--- src/rtl/mux_2_x_1_rr_arbiter.sv ---
// Round-robin arbiter that shares a single 2:1 mux datapath between two
// requesters (A and B) and presents the muxed data as a valid/ready stream.
// A grant is held for up to MAX_HOLD completed transfers while the other side
// is waiting. When only one side requests, that side keeps the grant.
//
// Ports
//   clk        rising-edge clock
//   reset      synchronous, active-high reset
//   req_a      requester A has data on in_a
//   req_b      requester B has data on in_b
//   in_a       data from A
//   in_b       data from B
//   out_ready  consumer accepts m_out this cycle
//   select     registered mux select (1 = in_a, 0 = in_b)
//   grant_a    A currently owns the mux (registered)
//   grant_b    B currently owns the mux (registered)
//   out_valid  m_out carries valid data this cycle
//   m_out      muxed data
module mux_2_x_1_rr_arbiter #(
  parameter int unsigned WIDTH    = 1,
  parameter int unsigned MAX_HOLD = 4
) (
  input  logic             clk,
  input  logic             reset,
  input  logic             req_a,
  input  logic             req_b,
  input  logic [WIDTH-1:0] in_a,
  input  logic [WIDTH-1:0] in_b,
  input  logic             out_ready,
  output logic             select,
  output logic             grant_a,
  output logic             grant_b,
  output logic             out_valid,
  output logic [WIDTH-1:0] m_out
);

  localparam int unsigned CW = $clog2(MAX_HOLD + 1);
  localparam logic [CW-1:0] HOLD_MAX  = CW'(MAX_HOLD);
  localparam logic [CW-1:0] HOLD_LAST = CW'(MAX_HOLD - 1);

  typedef enum logic [1:0] {
    IDLE,
    GNT_A,
    GNT_B
  } state_e;

  state_e        state_q, state_d;
  logic          select_q, select_d;
  logic          last_a_q, last_a_d;
  logic [CW-1:0] hold_cnt_q, hold_cnt_d;
  logic          xfer;
  logic          quota_done;

  assign grant_a   = (state_q == GNT_A);
  assign grant_b   = (state_q == GNT_B);
  assign select    = select_q;
  assign out_valid = (grant_a & req_a) | (grant_b & req_b);
  assign m_out     = select_q ? in_a : in_b;
  assign xfer      = out_valid & out_ready;

  // Quota is used up either by the transfer completing this cycle or because
  // the counter already saturated while the other side was not requesting.
  assign quota_done = (xfer && (hold_cnt_q == HOLD_LAST)) || (hold_cnt_q == HOLD_MAX);

  always_comb begin
    state_d    = state_q;
    select_d   = select_q;
    last_a_d   = last_a_q;
    hold_cnt_d = hold_cnt_q;

    unique case (state_q)
      IDLE: begin
        if (req_a && !req_b)      state_d = GNT_A;
        else if (!req_a && req_b) state_d = GNT_B;
        else if (req_a && req_b)  state_d = last_a_q ? GNT_B : GNT_A;
      end
      GNT_A: begin
        if (!req_a)                        state_d = req_b ? GNT_B : IDLE;
        else if (req_b && quota_done)      state_d = GNT_B;
      end
      GNT_B: begin
        if (!req_b)                        state_d = req_a ? GNT_A : IDLE;
        else if (req_a && quota_done)      state_d = GNT_A;
      end
      default: state_d = IDLE;
    endcase

    // select and last_a only move on a grant; IDLE keeps the previous select.
    if (state_d == GNT_A) begin
      select_d = 1'b1;
      last_a_d = 1'b1;
    end else if (state_d == GNT_B) begin
      select_d = 1'b0;
      last_a_d = 1'b0;
    end

    if (state_d != state_q)                 hold_cnt_d = '0;
    else if (xfer && hold_cnt_q != HOLD_MAX) hold_cnt_d = hold_cnt_q + CW'(1);
  end

  always_ff @(posedge clk) begin
    if (reset) begin
      state_q    <= IDLE;
      select_q   <= 1'b1;
      last_a_q   <= 1'b0;
      hold_cnt_q <= '0;
    end else begin
      state_q    <= state_d;
      select_q   <= select_d;
      last_a_q   <= last_a_d;
      hold_cnt_q <= hold_cnt_d;
    end
  end

endmodule

--- config.mk ---
export PLATFORM = sky130hd
export DESIGN_NAME = mux_2_x_1_rr_arbiter
export DESIGN_NICKNAME = d
export VERILOG_FILES = /design/src/rtl/mux_2_x_1_rr_arbiter.sv
export SDC_FILE = /design/constraint.sdc
export NUM_CORES = 1
export LEC_CHECK = 0
export BUFFER_PORTS_ARGS = -buffer_cell sky130_fd_sc_hd__buf_2
export CAP_MARGIN = 5
export CORE_AREA = 2 2 39 41
export CTS_CLUSTER_DIAMETER = 100
export CTS_CLUSTER_SIZE = 20
export DETAILED_ROUTE_END_ITERATION = 6
export DIE_AREA = 0 0 41 43
export PLACE_DENSITY = 0.71
export SLEW_MARGIN = 40
export SYNTH_ARGS = -nofsm -noshare
export SYNTH_HDL_FRONTEND = slang
export SYNTH_SLANG_ARGS = --single-unit
--- constraint.sdc ---
create_clock -name clk -period 4.3 [get_ports clk]
set_clock_uncertainty 0.2 [all_clocks]
set_input_delay 0.86 -clock clk [delete_from_list [all_inputs] [get_ports clk]]
set_output_delay 0.86 -clock clk [all_outputs]
set_load 0.1 [all_outputs]
==> run metrics <==
CTS clk-pin slew, worst paths=50 ps; die height=about 43 µm; Total GRT Usage=13.07%; total number of vias=roughly 500; Final HPWL DP=~780 µm; worst r2r dst=last_a_q; final WL=1.010 mm; Worst Hold Class=reg -> reg; register area=around 140 µm²; placed cell count=87; Yosys Warn Count=0; hold-critical path endpoint=select; critical path arrival=around 1800 ps; global placement routability congestion=0.6713; most frequent cells in the layout=buf_2, inv_1, nor2_1; WL per Instance=~11 µm; input/output buffers=11; status=finished clean; area of the multi-input gates=335.3 µm²; worst vdd ir=between 0.0001 and 0.00015 V; Relative slew margins=around two thirds; Leak=~0.29 nW; # setup viols final=0; Crit path max-delay family=buffers and inverters; RSZ-0062 raised after global routing=no; CP Cell Sequence=buf_2, nand3b_1, nand2_1, buf_2; GRT overflow=0; Max Fclk=around 0.35 GHz; post-synthesis cell area=around 530 µm²; critical path class=in -> out; Startpoint Class=input pin; CORE AREA=around 1400 µm²; Area Overhead vs Synth=16.19%; DRC=0; Pwr per Cell Area=between 300 and 400 nW/µm²; setup_tns=0 ps; cell count along the critical path=4; Hold Path Depth=2; via count of the first global-routing pass=about 440; max_cap viols=0; critical path capture point type=output port; Final nets=between 80 and 90; Final min period=about 2800 ps; Power, Total=194.4 µW; slew at the pin closest to its max-slew limit=484.9 ps; first-pass detailed-route iteration total=4; cells on worst reg2reg path=9; vias per std cell=roughly 5.4; unique cell type count in the Yosys netlist=29; top post-synthesis cells by area=dfxtp_1, ha_1, inv_1; largest net degree at the start of global routing=13; Reg2Reg Setup Slack=around 2100 ps; io pins=12; Synth Area per Inst=8.476 µm²; largest area contributor in the netlist=dfxtp_1; HP Start=select; worst path bufs/invs=2; clock buffer count from CTS=3; CTS H-tree depth=1; # diodes=0; syn nets=74; Hold Buf Count CTS=0; CP max-delay cell=buf_2; most common cell after layout, fill and taps aside=buf_2; Clock Latency Late Sink=250 ps; Synth Register Bits=7; die area=~1800 µm²; initial DRC count=5; initial core utilization=a little under two fifths; CTS tree=built; die span in x=between 40 and 50 µm; Final Hold Viols=0; Worst path max stage delay=440 ps; Routed Antenna Nets=0; Req. time, crit path=between 3000 and 4000 ps; postcts setup bufs=0; Final Slew Violations=0; Max Fanout on Critical Path=6; wire length of the first global-routing pass=about 1.6 mm; synthesized instance count=62; worst r2r src=hold_cnt_q[1]; CTS Sinks=7; std cell rows=14; Yosys top cell area share=26.67%; crit share post-route=between 60% and 70%; CTS max path bufs=2; Root Buffer=clkbuf_4; filler cell count=roughly 150; PostCTS Resize Cnt=0; initial antenna violation count=0; Most Frequent Cell on Critical Path=buf_2; Seq/Total Area, Yosys=26.67%; layout cell share with drive strength beyond 1=a little over a quarter; final std cells w/o fill=91
-- sequential cells by signal, indices dropped and copies added, names as in the netlist --
name / cells
hold_cnt_q: 3
state_q: 2
select: 1
last_a_q: 1
-- tightest hold or removal path, stage by stage, from the launching register on --
cell and delay [ps]:
dfxtp_1 320, inv_1 50, o21ai_0 70
-- report_power, final --
group	internal (mW)	total, mW	switching [mW]	leakage [nW]
sequential	0.0681	0.0728	0.00474	0.0571
combinational	0.0173	0.0595	0.0422	0.220
clock	0.0356	0.0620	0.0265	0.0150
total	0.121	0.194	0.0735	0.292
-- synth_stat cells --
master	count
or4_4	1
and3_1	1
nand4b_1	1
ha_1	5
nand2_1	3
nor3_1	1
o2111ai_1	1
mux2_2	1
o211ai_2	1
a21boi_0	1
buf_2	1
o21ai_0	2
a21bo_2	1
mux2i_1	2
a21oi_1	3
nor4_1	1
nand3b_1	2
dfxtp_1	7
xnor2_1	1
o221ai_1	1
o21bai_2	1
or4bb_1	1
a311oi_2	1
a22o_1	1
and2b_1	1
inv_1	9
nor2_1	8
buf_6	1
a31oi_1	2
-- how the worst max path moves through the flow --
stage,endpoint,slack [ps],start
after global routing,out_valid,1450,req_a
final,out_valid,1470,req_a
after global placement,out_valid,1520,req_a
after CTS,out_valid,1480,req_a
after detailed placement,out_valid,1480,req_a
after floorplan,grant_a,1510,state_q[0]
-- routing by layer --
layer,track usage [%],share of wire (%)
met1,14.84,44
met2,22.50,53
met3,1.571,2.9
met4,6.000,0
met5,0,0
-- cell families after synthesis --
family / share of synthesized area [%]
flops: 26.67
buf+inv: 9.522
xor+xnor: 1.667
simple gates: 21.43
compound gates: 22.86
fa+ha+maj: 11.90
mux: 5.952
-- area by class of cell --
cell class	count	share of cell area, %
inverter	9	5.533
sequential	7	22.95
timing repair buffer	11	9.016
clock buffer	4	4.303
tap	16	3.279
multi-input combinational	44	54.92
-- through the flow --
stage	setup slack, ps	cell area [µm²]	hold WS (ps)	utilization (%)
after floorplan	1506	525.5	287.9	-
after global placement	1519	584.3	280.7	42.22
after detailed placement	1483	584.3	286.6	42.22
after CTS	1480	610.6	293.6	44.12
after global routing	1446	610.6	337.3	44.12
final	1474	610.6	288.8	44.12
Power figures use the tool's default switching activity.
